[config.mk]
export PLATFORM = sky130hd
export DESIGN_NAME = mips_regfile_wb
export DESIGN_NICKNAME = d
export VERILOG_FILES = /design/src/rtl/mips_pkg.sv /design/src/rtl/wb_dest_decode.sv /design/src/rtl/mips_regfile_wb.sv
export SDC_FILE = /design/constraint.sdc
export NUM_CORES = 2
export LEC_CHECK = 0
export CORE_ASPECT_RATIO = 0.7
export CORE_MARGIN = 2
export CORE_UTILIZATION = 30
export CTS_CLUSTER_SIZE = 14
export DETAILED_ROUTE_END_ITERATION = 6
export DONT_BUFFER_PORTS = 1
export SYNTH_ARGS = -nofsm -noshare
export SYNTH_HDL_FRONTEND = slang
export SYNTH_SLANG_ARGS = --single-unit
[constraint.sdc]
create_clock -name clk -period 2.1 [get_ports clk]
set_input_delay 0.21 -clock clk [delete_from_list [all_inputs] [get_ports clk]]
set_output_delay 0.21 -clock clk [all_outputs]
set_load 0.02 [all_outputs]
[src/rtl/mips_pkg.sv]
// mips_pkg: opcode/funct encodings, write-back destination kinds and instruction field positions
package mips_pkg;

    localparam logic [5:0] OP_RTYPE = 6'h00;
    localparam logic [5:0] OP_BEQ   = 6'h04;
    localparam logic [5:0] OP_BNE   = 6'h05;
    localparam logic [5:0] OP_ADDI  = 6'h08;
    localparam logic [5:0] OP_ADDIU = 6'h09;
    localparam logic [5:0] OP_SLTI  = 6'h0A;
    localparam logic [5:0] OP_SLTIU = 6'h0B;
    localparam logic [5:0] OP_ANDI  = 6'h0C;
    localparam logic [5:0] OP_ORI   = 6'h0D;
    localparam logic [5:0] OP_XORI  = 6'h0E;
    localparam logic [5:0] OP_LW    = 6'h23;
    localparam logic [5:0] OP_SW    = 6'h2B;

    localparam logic [5:0] FN_SLL   = 6'h00;
    localparam logic [5:0] FN_SRL   = 6'h02;
    localparam logic [5:0] FN_SRA   = 6'h03;
    localparam logic [5:0] FN_SLLV  = 6'h04;
    localparam logic [5:0] FN_SRLV  = 6'h06;
    localparam logic [5:0] FN_SRAV  = 6'h07;
    localparam logic [5:0] FN_MFHI  = 6'h10;
    localparam logic [5:0] FN_MFLO  = 6'h12;
    localparam logic [5:0] FN_MULT  = 6'h18;
    localparam logic [5:0] FN_MULTU = 6'h19;
    localparam logic [5:0] FN_DIV   = 6'h1A;
    localparam logic [5:0] FN_DIVU  = 6'h1B;
    localparam logic [5:0] FN_ADD   = 6'h20;
    localparam logic [5:0] FN_ADDU  = 6'h21;
    localparam logic [5:0] FN_SUB   = 6'h22;
    localparam logic [5:0] FN_SUBU  = 6'h23;
    localparam logic [5:0] FN_AND   = 6'h24;
    localparam logic [5:0] FN_OR    = 6'h25;
    localparam logic [5:0] FN_XOR   = 6'h26;
    localparam logic [5:0] FN_NOR   = 6'h27;
    localparam logic [5:0] FN_SLT   = 6'h2A;
    localparam logic [5:0] FN_SLTU  = 6'h2B;

    localparam int OP_MSB = 31;
    localparam int OP_LSB = 26;
    localparam int RS_MSB = 25;
    localparam int RS_LSB = 21;
    localparam int RT_MSB = 20;
    localparam int RT_LSB = 16;
    localparam int RD_MSB = 15;
    localparam int RD_LSB = 11;
    localparam int SH_MSB = 10;
    localparam int SH_LSB = 6;
    localparam int FN_MSB = 5;
    localparam int FN_LSB = 0;

    typedef enum logic [1:0] {NONE, GPR_RD, GPR_RT, HILO} wb_dest_e;
    typedef enum logic [1:0] {SEL_ALU, SEL_HI, SEL_LO, SEL_MEM} wb_sel_e;

endpackage

[src/rtl/wb_dest_decode.sv]
// wb_dest_decode: maps an instruction to its write-back destination kind, register address and data source
module wb_dest_decode
    import mips_pkg::*;
(
    input  logic [31:0] instr,
    output wb_dest_e    kind,
    output logic [4:0]  addr,
    output wb_sel_e     sel
);
    logic [5:0] op, fn;
    logic       unused_fields;

    assign op = instr[OP_MSB:OP_LSB];
    assign fn = instr[FN_MSB:FN_LSB];
    assign unused_fields = ^{instr[RS_MSB:RS_LSB], instr[SH_MSB:SH_LSB]};

    always_comb begin
        kind = NONE;
        addr = instr[RD_MSB:RD_LSB];
        sel  = SEL_ALU;
        case (op)
            OP_RTYPE: begin
                if (fn inside {FN_SLL, FN_SRL, FN_SRA, FN_SLLV, FN_SRLV, FN_SRAV,
                               FN_ADD, FN_ADDU, FN_SUB, FN_SUBU, FN_AND, FN_OR,
                               FN_XOR, FN_NOR, FN_SLT, FN_SLTU})
                    kind = GPR_RD;
                else if (fn == FN_MFHI || fn == FN_MFLO) begin
                    kind = GPR_RD;
                    sel  = fn == FN_MFHI ? SEL_HI : SEL_LO;
                end else if (fn inside {FN_MULT, FN_MULTU, FN_DIV, FN_DIVU})
                    kind = HILO;
            end
            OP_ADDI, OP_ADDIU, OP_SLTI, OP_SLTIU, OP_ANDI, OP_ORI, OP_XORI: begin
                kind = GPR_RT;
                addr = instr[RT_MSB:RT_LSB];
            end
            OP_LW: begin
                kind = GPR_RT;
                addr = instr[RT_MSB:RT_LSB];
                sel  = SEL_MEM;
            end
            default: ;
        endcase
    end
endmodule

[src/rtl/mips_regfile_wb.sv]
// mips_regfile_wb: write-back latch, GPR/HI/LO state and forwarded ALU operands
module mips_regfile_wb
    import mips_pkg::*;
#(
    parameter int          NREGS     = 32,
    parameter logic [31:0] RESET_VAL = 32'h0000_0000
) (
    input  logic        clk,
    input  logic        rst_n,
    input  logic        ex_valid,
    input  logic [31:0] ex_instr,
    input  logic [31:0] ex_result,
    input  logic [31:0] ex_hi,
    input  logic [31:0] ex_lo,
    input  logic [31:0] mem_rdata,
    input  logic [4:0]  rs_addr,
    input  logic [4:0]  rt_addr,
    output logic [31:0] gr1,
    output logic [31:0] gr2,
    output logic [31:0] hi_out,
    output logic [31:0] lo_out,
    output logic        wb_valid,
    output logic [4:0]  wb_addr,
    output logic [31:0] wb_data
);
    logic [31:0] gpr [NREGS];
    logic [31:0] hi_r, lo_r, wb_hi, wb_lo, data_d;
    logic        hilo_we, gpr_we_d, hilo_we_d;
    logic [4:0]  dest;
    wb_dest_e    kind;
    wb_sel_e     sel;

    wb_dest_decode u_dec (
        .instr(ex_instr),
        .kind (kind),
        .addr (dest),
        .sel  (sel)
    );

    assign gpr_we_d  = ex_valid && (kind == GPR_RD || kind == GPR_RT) && dest != 5'd0;
    assign hilo_we_d = ex_valid && kind == HILO;
    assign hi_out    = hilo_we ? wb_hi : hi_r;
    assign lo_out    = hilo_we ? wb_lo : lo_r;
    assign data_d    = sel == SEL_HI  ? hi_out :
                       sel == SEL_LO  ? lo_out :
                       sel == SEL_MEM ? mem_rdata : ex_result;

    // r0 may hold RESET_VAL in the array, so the zero-address check must win
    assign gr1 = rs_addr == 5'd0 ? 32'd0 :
                 (wb_valid && wb_addr == rs_addr) ? wb_data : gpr[rs_addr];
    assign gr2 = rt_addr == 5'd0 ? 32'd0 :
                 (wb_valid && wb_addr == rt_addr) ? wb_data : gpr[rt_addr];

    always_ff @(posedge clk or negedge rst_n) begin
        if (!rst_n) begin
            for (int i = 0; i < NREGS; i++) gpr[i] <= RESET_VAL;
            hi_r     <= RESET_VAL;
            lo_r     <= RESET_VAL;
            wb_valid <= 1'b0;
            wb_addr  <= 5'd0;
            wb_data  <= 32'd0;
            hilo_we  <= 1'b0;
            wb_hi    <= 32'd0;
            wb_lo    <= 32'd0;
        end else begin
            if (wb_valid) gpr[wb_addr] <= wb_data;
            if (hilo_we) begin
                hi_r <= wb_hi;
                lo_r <= wb_lo;
            end
            wb_valid <= gpr_we_d;
            wb_addr  <= gpr_we_d ? dest : 5'd0;
            wb_data  <= gpr_we_d ? data_d : 32'd0;
            hilo_we  <= hilo_we_d;
            wb_hi    <= ex_hi;
            wb_lo    <= ex_lo;
        end
    end
endmodule

==> impl_metrics.json <==
{
  "status": "finished with violations",
  "violations": "slew limit, setup timing",
  "avgSynthCellArea_um2": 14.6,
  "crit_path_cell_trace": "mux4_2 > mux2i_1 > a211oi_1 > a311o_2 > buf_12",
  "grt_usage": 0.220,
  "synth_ff_type": "dfrtp_1",
  "power_density_mw_per_mm2": 632,
  "required_ps": 1890,
  "irDropWorstVdd_uv": 801,
  "final.min_clock_period_ps": 3350,
  "dp_hpwl_mm": 140,
  "drive_gt1_frac": 0.536,
  "wl_per_cell_um": 31.8,
  "path_clk_slew_ps": 60,
  "finClkSkew_ps": 29.6,
  "antenna_found_initial": 6,
  "die_x_um": 545,
  "hold_path_class": "primary input to flop",
  "syn_to_final_growth_pct": 27.4,
  "hold_ws_ps": 29.0,
  "nets": 4811,
  "cap_violations": 0,
  "clock_sinks": 1191,
  "gp_congestion": 0.849,
  "synth-seq-cells": 1191,
  "path_class": "primary input to output port",
  "max-slew-margin-rel": -0.199,
  "synthCells": 4204,
  "grt_util_met1": 0.315,
  "setup_viol": 440,
  "synth_edf_count": 0,
  "critPathSlowestCell": "mux4_2",
  "grt_max_degree": 291,
  "remaining_drc_errors": 0,
  "insertion_delay_ps": 760,
  "worstMarginPinSlew_ps": 1800,
  "worst_setup_path_end_kind": "output port",
  "initial_utilization": 0.303,
  "reg2reg_slack_ps": -320,
  "htree_levels": 3,
  "rsz0062_at_grt": "true",
  "overflow": 0,
  "timing.final.ws_setup_ps": -1250,
  "viasPerCell": 5.88,
  "max_stage_delay_ps": 1070,
  "dieArea_mm2": 0.208,
  "critPathArrivalTime_ps": 3140,
  "synth_area_mm2": 0.0614,
  "grt_busiest_layer": "met2",
  "drt_pre_antenna_iters": 5,
  "hold_viol": 0,
  "wirelength_mm": 237,
  "num_vias": 43900,
  "met2_usage": 0.316,
  "syn_nets": 4378,
  "core_area_mm2": 0.203,
  "ys_types": 63,
  "grt_pass1_vias": 43600,
  "ios": 339,
  "met3_usage": 0.0658,
  "cts_buffers": 115,
  "critPathMaxFanout": 288,
  "ant_nets": 0,
  "start_kind": "primary input",
  "power.leakage_nw": 35.0,
  "seq_area_frac_synth": 0.485,
  "port_buffers": 0,
  "std_cell_rows": 138,
  "cts_buffer_depth": 3,
  "drt_first_iter_violations": 5395,
  "grt_pass1_wl_mm": 331,
  "max_freq_mhz": 298,
  "cts-root-buf": "clkbuf_16",
  "die_h_um": 383,
  "yosysWarnings": 0,
  "utilization": 0.386,
  "cts_tree": "yes",
  "slew_violations": 156,
  "post-place-ws_ps": -1530,
  "fin_crit_sh": 1.60,
  "synthArstFlopShare": 1.00
}
state kept, by name, summed over array words and instances, names as in the netlist:
register,flops
hilo_we,1
wb_lo,32
wb_valid,1
wb_data,32
hi_r,32
wb_hi,32
lo_r,32
wb_addr,5
gpr,1024
cell families after synthesis:
family / count (synthesis) / share of synthesized area
AO/OA/AOI/OAI: 498 / 0.0582
adder cells (fa/ha/maj): 1 / 0.000204
AND/OR/NAND/NOR: 346 / 0.0279
buffers and inverters: 436 / 0.0323
XOR/XNOR: 10 / 0.00143
flip-flops: 1191 / 0.485
multiplexers: 1722 / 0.395
per-layer routing:
layer / share of wire / wire length, µm
met1: 0.42 / 99500
met2: 0.43 / 101000
met3: 0.12 / 27700
met4: 0.036 / 8530
met5: 0.00035 / 83
what timing repair did:
item / CTS / global route
setup buffers: 62 / 20
hold endpoints to repair: 593 / 2
pin swaps: 52 / 59
cloned: 16 / 17
setup endpoints to repair: 1033 / 1435
hold buffers: 209 / 2
resized for setup: 316 / 220
cells in the final DEF, fill, tap and decap left out, drive strengths merged, types with 14 or more instances in the layout:
| cell type | netlist | final |
|---|---|---|
| a211oi | 28 | 28 |
| a21oi | 72 | 72 |
| a221o | 23 | 23 |
| a221oi | 48 | 48 |
| a22oi | 89 | 89 |
| a311o | 15 | 15 |
| and2 | 16 | 16 |
| buf | 206 | 520 |
| clkbuf | 223 | 179 |
| clkinv | 1 | 31 |
| dfrtp | 1191 | 1191 |
| dlygate4sd3 | 0 | 206 |
| mux2 | 1128 | 1128 |
| mux2i | 148 | 148 |
| mux4 | 446 | 446 |
| nand2 | 80 | 80 |
| nand2b | 16 | 16 |
| nand3 | 38 | 38 |
| nand3b | 14 | 14 |
| nor2 | 81 | 81 |
| nor2b | 21 | 21 |
| nor3 | 36 | 36 |
| o2111a | 19 | 19 |
| o21ai | 56 | 56 |
| o22ai | 97 | 97 |
cell type report:
cell class	count	area, µm²
fillers	18700	125000
multi-input cells	2577	31600
flip-flops and latches	1191	29800
repair buffers	745	9390
well taps	2730	3420
clock buffers	163	3340
clock inverters	48	613
inverters	7	26.3
diodes	1	2.50
critical path: cells and delay by family:
family | cells | cell delay [ps]
buffers and inverters | 1 | 160
AO/OA/AOI/OAI | 2 | 570
multiplexers | 2 | 1360
per-stage QoR:
stage / area (µm²) / TNS, ps / power [W] / cells
4_1_cts: 77000 / -395120 / 0.0494 / 7442
3_5_place_dp: 68500 / -560530 / 0.0268 / 6954
6_report: 78200 / -113540 / 0.0494 / 7462
2_1_floorplan: 61600 / -226 / 0.0254 / 4204
5_1_grt: 78200 / -127450 / 0.0508 / 7462
3_3_place_gp: 68500 / -514220 / 0.0268 / 6954
worst paths after layout:
path | start | endpoint | depth (start not counted)
min in group asynchronous | rst_n | gpr[963] | 5
worst min-delay path | ex_hi[4] | wb_hi[4] | 1
worst min register to register | gpr[908] | gpr[908] | 1
max in group asynchronous | rst_n | gpr[526] | 7
worst max register to register | wb_addr[0] | gpr[250] | 9
worst max-delay path | rt_addr[0] | gr2[24] | 5
cells in the mapped netlist, drive strengths merged (14+ instances only):
library cell | instances | area, µm²
nand3 | 38 | 190
nor2b | 21 | 131
a311o | 15 | 150
and2 | 16 | 100
a22oi | 89 | 668
clkbuf | 223 | 837
nor3 | 36 | 180
nand3b | 14 | 105
buf | 206 | 1120
o21ai | 56 | 280
o22ai | 97 | 607
mux4 | 446 | 10000
nand2b | 16 | 100
nor2 | 81 | 304
o2111a | 19 | 214
a221o | 23 | 230
a221oi | 48 | 420
nand2 | 80 | 300
a21oi | 72 | 360
mux2i | 148 | 1480
a211oi | 28 | 210
dfrtp | 1191 | 29800
mux2 | 1128 | 12700
power breakdown:
group	leakage, nW	internal (W)	switching, W
combinational	16.5	0.00186	0.00215
sequential	16.5	0.0231	0.000107
clock	1.96	0.0125	0.00971
total	35.0	0.0375	0.0120
Note: power is estimated with default switching activity, not from simulation.
